### src/rtl/bsg_profiler_pkg.sv
// Shared types and helpers for the interval profiler.
// Holds the measurement FSM state encoding, the default-width sample record,
// and the bucket quantisation function used by the bucketizer.
package bsg_profiler_pkg;

    // Default widths for the sample record (match the meter's default parameters)
    localparam int unsigned profiler_width_lp        = 16;
    localparam int unsigned profiler_bucket_width_lp = 4;

    // Widest latency / bucket index the quantisation function can handle
    localparam int unsigned profiler_max_width_lp        = 64;
    localparam int unsigned profiler_max_bucket_width_lp = 32;

    // Measurement FSM states
    typedef enum logic [0:0] {
        IDLE   = 1'b0,
        TIMING = 1'b1
    } profiler_state_e;

    // One buffered sample: bucket index and raw latency
    typedef struct packed {
        logic [profiler_bucket_width_lp-1:0] bucket;
        logic [profiler_width_lp-1:0]        latency;
    } profiler_sample_s;

    // Quantise a latency into a bucket index.
    // Linear mode: min(latency >> shift, 2^bucket_width - 1).
    // Log2 mode:   min(floor(log2(latency >> shift)), 2^bucket_width - 1),
    //              with a shifted latency of 0 landing in bucket 0.
    // The log2 path is a priority encoder: the highest set bit wins because
    // the loop visits bits in ascending order and the last hit overwrites.
    function automatic logic [profiler_max_bucket_width_lp-1:0] profiler_bucket_f(
        input logic [profiler_max_width_lp-1:0] latency,
        input int unsigned                      shift,
        input int unsigned                      bucket_width,
        input logic                             log2_en
    );
        logic [profiler_max_width_lp-1:0]        shifted;
        logic [profiler_max_bucket_width_lp-1:0] maxBucket;
        logic [profiler_max_bucket_width_lp-1:0] raw;
        shifted   = latency >> shift;
        maxBucket = (32'd1 << bucket_width) - 32'd1;
        raw       = '0;
        if (log2_en) begin
            for (int i = 0; i < profiler_max_width_lp; i++) begin
                if (shifted[i]) begin
                    raw = 32'(i);
                end
            end
        end else begin
            if (shifted > {32'd0, maxBucket}) begin
                raw = maxBucket;
            end else begin
                raw = shifted[profiler_max_bucket_width_lp-1:0];
            end
        end
        return (raw > maxBucket) ? maxBucket : raw;
    endfunction

endpackage

### src/rtl/bsg_fifo_1r1w_small.sv
// Small in-order FIFO with valid/ready on the write side and valid/yumi on
// the read side. A write is also accepted while full if the head is being
// taken in the same cycle, so a full FIFO can stream at full rate.
module bsg_fifo_1r1w_small #(
    parameter int width_p = 8,
    parameter int els_p   = 2
) (
    input  logic               clk_i,
    input  logic               reset_i,
    input  logic               v_i,
    output logic               ready_o,
    input  logic [width_p-1:0] data_i,
    output logic               v_o,
    output logic [width_p-1:0] data_o,
    input  logic               yumi_i
);

    localparam int ptrWidthLp   = (els_p > 1) ? $clog2(els_p) : 1;
    localparam int countWidthLp = $clog2(els_p + 1);

    logic [width_p-1:0]      mem_q [els_p];
    logic [ptrWidthLp-1:0]   rdPtr_q, rdPtr_d;
    logic [ptrWidthLp-1:0]   wrPtr_q, wrPtr_d;
    logic [countWidthLp-1:0] count_q, count_d;
    logic                    enq;
    logic                    deq;

    function automatic logic [ptrWidthLp-1:0] nextPtr(input logic [ptrWidthLp-1:0] ptr);
        return (ptr == ptrWidthLp'(els_p - 1)) ? '0 : ptr + 1'b1;
    endfunction

    assign v_o     = (count_q != '0);
    assign ready_o = (count_q != countWidthLp'(els_p));
    assign deq     = yumi_i & v_o;
    assign enq     = v_i & (ready_o | deq);
    assign data_o  = mem_q[rdPtr_q];

    // Advance pointers and occupancy for this cycle's enqueue/dequeue
    always_comb begin
        rdPtr_d = deq ? nextPtr(rdPtr_q) : rdPtr_q;
        wrPtr_d = enq ? nextPtr(wrPtr_q) : wrPtr_q;
        count_d = count_q;
        if (enq && !deq) begin
            count_d = count_q + 1'b1;
        end else if (!enq && deq) begin
            count_d = count_q - 1'b1;
        end
    end

    // Pointer and occupancy registers; reset empties the FIFO
    always_ff @(posedge clk_i or posedge reset_i) begin
        if (reset_i) begin
            rdPtr_q <= '0;
            wrPtr_q <= '0;
            count_q <= '0;
        end else begin
            rdPtr_q <= rdPtr_d;
            wrPtr_q <= wrPtr_d;
            count_q <= count_d;
        end
    end

    // Storage array; contents are only meaningful under the occupancy count
    always_ff @(posedge clk_i) begin
        if (enq) begin
            mem_q[wrPtr_q] <= data_i;
        end
    end

endmodule

### src/rtl/bsg_profiler_interval_bucketize.sv
// Combinational latency quantiser for the interval profiler.
// Build option: define BSG_PROFILER_INTERVAL_LOG2_BIN_EN to switch from
// linear bins to log2 bins; the port list is the same either way.
module bsg_profiler_interval_bucketize
    import bsg_profiler_pkg::*;
#(
    parameter int width_p        = 16,
    parameter int bucket_width_p = 4,
    parameter int shift_p        = 0
) (
    input  logic [width_p-1:0]        latency_i,
    output logic [bucket_width_p-1:0] bucket_o
);

`ifdef BSG_PROFILER_INTERVAL_LOG2_BIN_EN
    localparam logic log2EnLp = 1'b1;
`else
    localparam logic log2EnLp = 1'b0;
`endif

    logic [profiler_max_bucket_width_lp-1:0] bucketIdx;
    logic                                    unusedIdxBits;

    // Quantise the latency; only the low bucket_width_p bits can be non-zero
    always_comb begin
        bucketIdx = profiler_bucket_f(64'(latency_i), shift_p, bucket_width_p, log2EnLp);
    end

    assign bucket_o      = bucketIdx[bucket_width_p-1:0];
    assign unusedIdxBits = ^bucketIdx[profiler_max_bucket_width_lp-1:bucket_width_p];

endmodule

### src/rtl/bsg_profiler_interval_meter.sv
// Single-outstanding start-to-end latency meter feeding a histogram client.
// Each measured interval becomes a {bucket, latency} sample on a valid/yumi
// stream. Build option: BSG_PROFILER_INTERVAL_LOG2_BIN_EN selects log2 bins.
module bsg_profiler_interval_meter
    import bsg_profiler_pkg::*;
#(
    parameter int width_p        = 16,
    parameter int bucket_width_p = 4,
    parameter int shift_p        = 0,
    parameter int els_p          = 2
) (
    input  logic                      clk_i,
    input  logic                      reset_i,
    input  logic                      start_v_i,
    input  logic                      end_v_i,
    output logic                      v_o,
    output logic [bucket_width_p-1:0] bucket_o,
    output logic [width_p-1:0]        latency_o,
    input  logic                      yumi_i,
    output logic                      busy_o,
    output logic [width_p-1:0]        drop_count_o
);

    localparam int sampleWidthLp = bucket_width_p + width_p;

    profiler_state_e            state_q, state_d;
    logic [width_p-1:0]         counter_q, counter_d;
    logic [width_p-1:0]         dropCount_q, dropCount_d;
    logic [sampleWidthLp-1:0]   lastSample_q;
    logic [bucket_width_p-1:0]  bucket;
    logic                       sampleV;
    logic                       fifoReady;
    logic                       fifoV;
    logic [sampleWidthLp-1:0]   fifoData;
    logic                       dropSample;

    // State and latency counter registers
    always_ff @(posedge clk_i or posedge reset_i) begin
        if (reset_i) begin
            state_q   <= IDLE;
            counter_q <= '0;
        end else begin
            state_q   <= state_d;
            counter_q <= counter_d;
        end
    end

    // Next state: start arms the counter at 1, end closes the interval,
    // start+end while timing closes one interval and arms the next
    always_comb begin
        state_d   = state_q;
        counter_d = counter_q;
        case (state_q)
            IDLE: begin
                if (start_v_i) begin
                    state_d   = TIMING;
                    counter_d = width_p'(1);
                end
            end
            TIMING: begin
                if (end_v_i) begin
                    if (start_v_i) begin
                        counter_d = width_p'(1);
                    end else begin
                        state_d   = IDLE;
                        counter_d = '0;
                    end
                end else if (start_v_i) begin
                    counter_d = width_p'(1);
                end else if (counter_q != '1) begin
                    counter_d = counter_q + 1'b1;
                end
            end
            default: begin
                state_d   = IDLE;
                counter_d = '0;
            end
        endcase
    end

    // Outputs of the FSM: busy flag and the sample strobe at the end event
    always_comb begin
        busy_o  = (state_q == TIMING);
        sampleV = (state_q == TIMING) && end_v_i;
    end

    bsg_profiler_interval_bucketize #(
        .width_p        (width_p),
        .bucket_width_p (bucket_width_p),
        .shift_p        (shift_p)
    ) bucketize (
        .latency_i (counter_q),
        .bucket_o  (bucket)
    );

    bsg_fifo_1r1w_small #(
        .width_p (sampleWidthLp),
        .els_p   (els_p)
    ) sampleFifo (
        .clk_i   (clk_i),
        .reset_i (reset_i),
        .v_i     (sampleV),
        .ready_o (fifoReady),
        .data_i  ({bucket, counter_q}),
        .v_o     (fifoV),
        .data_o  (fifoData),
        .yumi_i  (yumi_i)
    );

    // A sample is lost only when the buffer is full and nothing leaves this cycle
    always_comb begin
        dropSample  = sampleV && !fifoReady && !yumi_i;
        dropCount_d = dropCount_q;
        if (dropSample && (dropCount_q != '1)) begin
            dropCount_d = dropCount_q + 1'b1;
        end
    end

    // Drop counter and the last-presented sample, so outputs hold once drained
    always_ff @(posedge clk_i or posedge reset_i) begin
        if (reset_i) begin
            dropCount_q  <= '0;
            lastSample_q <= '0;
        end else begin
            dropCount_q <= dropCount_d;
            if (fifoV) begin
                lastSample_q <= fifoData;
            end
        end
    end

    assign v_o          = fifoV;
    assign bucket_o     = fifoV ? fifoData[sampleWidthLp-1:width_p] : lastSample_q[sampleWidthLp-1:width_p];
    assign latency_o    = fifoV ? fifoData[width_p-1:0] : lastSample_q[width_p-1:0];
    assign drop_count_o = dropCount_q;

endmodule

### config.mk
export PLATFORM = sky130hd
export DESIGN_NAME = bsg_profiler_interval_meter
export DESIGN_NICKNAME = d
export VERILOG_FILES = /design/src/rtl/bsg_profiler_pkg.sv /design/src/rtl/bsg_fifo_1r1w_small.sv /design/src/rtl/bsg_profiler_interval_bucketize.sv /design/src/rtl/bsg_profiler_interval_meter.sv
export SDC_FILE = /design/constraint.sdc
export NUM_CORES = 1
export LEC_CHECK = 0
export BUFFER_PORTS_ARGS = -buffer_cell sky130_fd_sc_hd__buf_2
export CAP_MARGIN = 5
export CORE_MARGIN = 2
export CORE_UTILIZATION = 60
export CTS_CLUSTER_DIAMETER = 80
export DETAILED_ROUTE_END_ITERATION = 8
export GPL_TIMING_DRIVEN = 0
export PLACE_DENSITY = 0.85
export SETUP_SLACK_MARGIN = 0.3
export SYNTH_ARGS = -nofsm -noshare
export SYNTH_HDL_FRONTEND = slang
export SYNTH_SLANG_ARGS = --single-unit
export TNS_END_PERCENT = 100
### constraint.sdc
create_clock -name clk_i -period 7.6 [get_ports clk_i]
set_clock_uncertainty 0.05 [all_clocks]
set_input_delay 0 -clock clk_i [delete_from_list [all_inputs] [get_ports clk_i]]
set_output_delay 0 -clock clk_i [all_outputs]
set_load 0.02 [all_outputs]
==> flow_summary.json <==
{
  "clockBufferDepth": 2,
  "fmax_mhz": 458,
  "grt_pass1_wl_mm": 13.1,
  "power_density_nw_per_um2": 321,
  "synthesis.instances": 346,
  "drt_wl_total_mm": 7.99,
  "crit_path_max_fanout": 20,
  "clk_pin_slew_worst_paths_ns": 0.09,
  "core_area_um2": 6790,
  "critPathBufInv": 0,
  "hold_ws_ns": 0.0212,
  "cts.sinks": 97,
  "htree_levels": 3,
  "status": "finished clean",
  "io_pins": 43,
  "grt_usage_pct": 22.7,
  "netlist_top_cells_count": "dfrtp_1, edfxtp_1, nor2_1",
  "max-slew-margin-rel_pct": 38.7,
  "synth_cell_type_count": 50,
  "max_stage_delay_ns": 0.78,
  "die_w_um": 87.6,
  "critical_path_class": "register to register",
  "worst_slew_pin_slew_ns": 0.920,
  "worst_setup_path_start_kind": "register",
  "report.final.hold_viol_count": 0,
  "cts_buffers": 9,
  "drtAntennaViolNets": 0,
  "finalPower_mw": 1.53,
  "synthArstFlopShare_pct": 58.8,
  "vias_per_cell": 5.78,
  "die_h_um": 87.6,
  "synth_top_area_share_pct": 34.0,
  "crit_family": "simple AND/OR/NAND/NOR gates",
  "fp-row-count": 30,
  "rsz0062_at_grt": "false",
  "firstDrtPassIters": 4,
  "maxSlewViolCount": 0,
  "synth_warnings": 0,
  "num-nets-final": 410,
  "dieArea_um2": 7680,
  "drive_gt1_share_pct": 18.7,
  "synth_edf_count": 40,
  "start_util_pct": 61.7,
  "ys.flop_type": "dfrtp_1",
  "syn_to_final_growth_pct": 13.7,
  "synth_area_per_cell_um2": 12.1,
  "period_share_pct": 28.7,
  "gp_congestion": 0.885,
  "final-setup-viol-count": 0,
  "cts.root.buffer_cell": "clkbuf_8",
  "final_area_um2": 4770,
  "synth_area_leaders": "dfrtp_1, edfxtp_1, mux2i_1",
  "post-route-drc-count": 0,
  "diodes": 0,
  "power_leakage_nw": 1.98,
  "crit_required_ns": 7.55,
  "cp_data_arrival_time_ns": 2.13,
  "wire_per_inst_um": 15.9,
  "clkLatencyLatePin_ns": 0.37,
  "yosysTopAreaCell": "dfrtp_1",
  "drtIter0Drc": 180,
  "grt_max_degree": 40,
  "ys_ff_latch": 97,
  "numPortBuffers": 40,
  "path_cells": "nand2_1, nor2_1, and2_1",
  "setup.worst_path.end_class": "register",
  "drv_cap": 0,
  "antenna_found_initial": 0,
  "grt_pass1_vias": 2807,
  "netlist_area_um2": 4200,
  "crit_slowest_cell": "and2_1",
  "hpwlAfterDp_mm": 5.58,
  "place_area_um2": 4560,
  "yosysSeqAreaShare_pct": 62.6,
  "fin_crit_ns": 2.18,
  "final.setup.tns_ns": 0,
  "hold_class": "input pin to register",
  "ir_drop_mv": 0.140,
  "cts_tree": "yes",
  "routed-via-count": 2907,
  "grt-ovfl-total": 0,
  "syn_nets": 354,
  "yosysMostFrequentCell": "dfrtp_1"
}
==> worst paths after layout <==
check | to | slack [ns] | start | cells after the start
max | sampleFifo.mem_q[1][5] | 5.42 | busy_o | 3
min | counter_q[0] | 0.02 | start_v_i | 3
max reg2reg | sampleFifo.mem_q[1][5] | 5.42 | busy_o | 3
min reg2reg | sampleFifo.mem_q[0][2] | 0.43 | counter_q[2] | 0
max in group asynchronous | counter_q[4] | 6.85 | reset_i | 4
min in group asynchronous | lastSample_q[16] | 0.10 | reset_i | 3
==> timing repair <==
item / 4_1_cts / 5_1_grt
hold buffers: 3 / 0
buffers inserted: 0 / 0
gates resized for setup: 0 / 0
hold endpoints to repair: 59 / 0
==> tightest hold or removal path: cells and delay by family <==
family                 cells  cell delay, ns
AND/OR/NAND/NOR            1            0.13
buffers and inverters      1            0.19
multiplexers               1            0.08
==> sequential cells by signal, summed over array words and instances (netlist names) <==
name                cells
sampleFifo.mem_q       40
lastSample_q           20
counter_q              16
drop_count_o           16
sampleFifo.count_q      2
busy_o                  1
sampleFifo.rdPtr_q      1
sampleFifo.wrPtr_q      1
==> report_power, final <==
part           internal [mW]  leakage [nW]  switching (mW)  total [mW]
sequential             0.663          1.09          0.0496       0.713
clock                  0.125        0.0965           0.191       0.316
combinational          0.174         0.797           0.328       0.502
total                  0.962          1.98           0.569        1.53
==> area by class of cell <==
cell class	count	area [um2]
tap	96	120
fill	478	2020
timing repair buffer	45	265
multi-input combinational	225	1480
buffer	14	56.3
clock buffer	9	124
sequential	97	2630
inverter	10	37.5
clock inverter	7	60.1
==> through the flow <==
step / setup WS (ns) / std cells / util [%]
global route: 5.21 / 503 / 70.2
global placement: 4.39 / 482 / 66.5
floorplan: 4.97 / 346 / -
detailed placement: 5.44 / 484 / 67.1
CTS: 5.41 / 503 / 70.2
finish: 5.42 / 503 / 70.2
==> routing by layer <==
metal / track usage [%] / routed length [um] / up-vias
li1: - / - / 1391
met1: 30.3 / 3490 / 1412
met2: 36.3 / 3990 / 89
met3: 4.81 / 421 / 15
met4: 10.1 / 92 / 0
met5: 0 / 0 / -
==> cell usage in the layout, fill, tap and decap left out, types with 8 or more instances in the layout <==
cell / count
o21ai_0: 8
mux2i_1: 25
nor3_1: 12
nor2_1: 28
clkbuf_1: 9
clkbuf_8: 9
nand2_1: 19
inv_1: 9
nand3_1: 11
dfrtp_1: 57
xor2_1: 9
a21oi_1: 24
nor4_1: 8
buf_2: 42
edfxtp_1: 40
xnor2_1: 8
==> cells by family (layout without fill, tap and decap cells) <==
family                   count (synthesis)  count (layout)  share of synthesized area, %
buffers and inverters                   24              85                          2.24
adder cells (fa/ha/maj)                  3               3                         0.895
flip-flops                              97              97                          62.6
AO/OA/AOI/OAI                           62              62                          9.54
XOR/XNOR                                17              17                          3.55
AND/OR/NAND/NOR                        115             115                          14.4
multiplexers                            28              28                          6.77
Note: power is estimated with default switching activity, not from simulation.
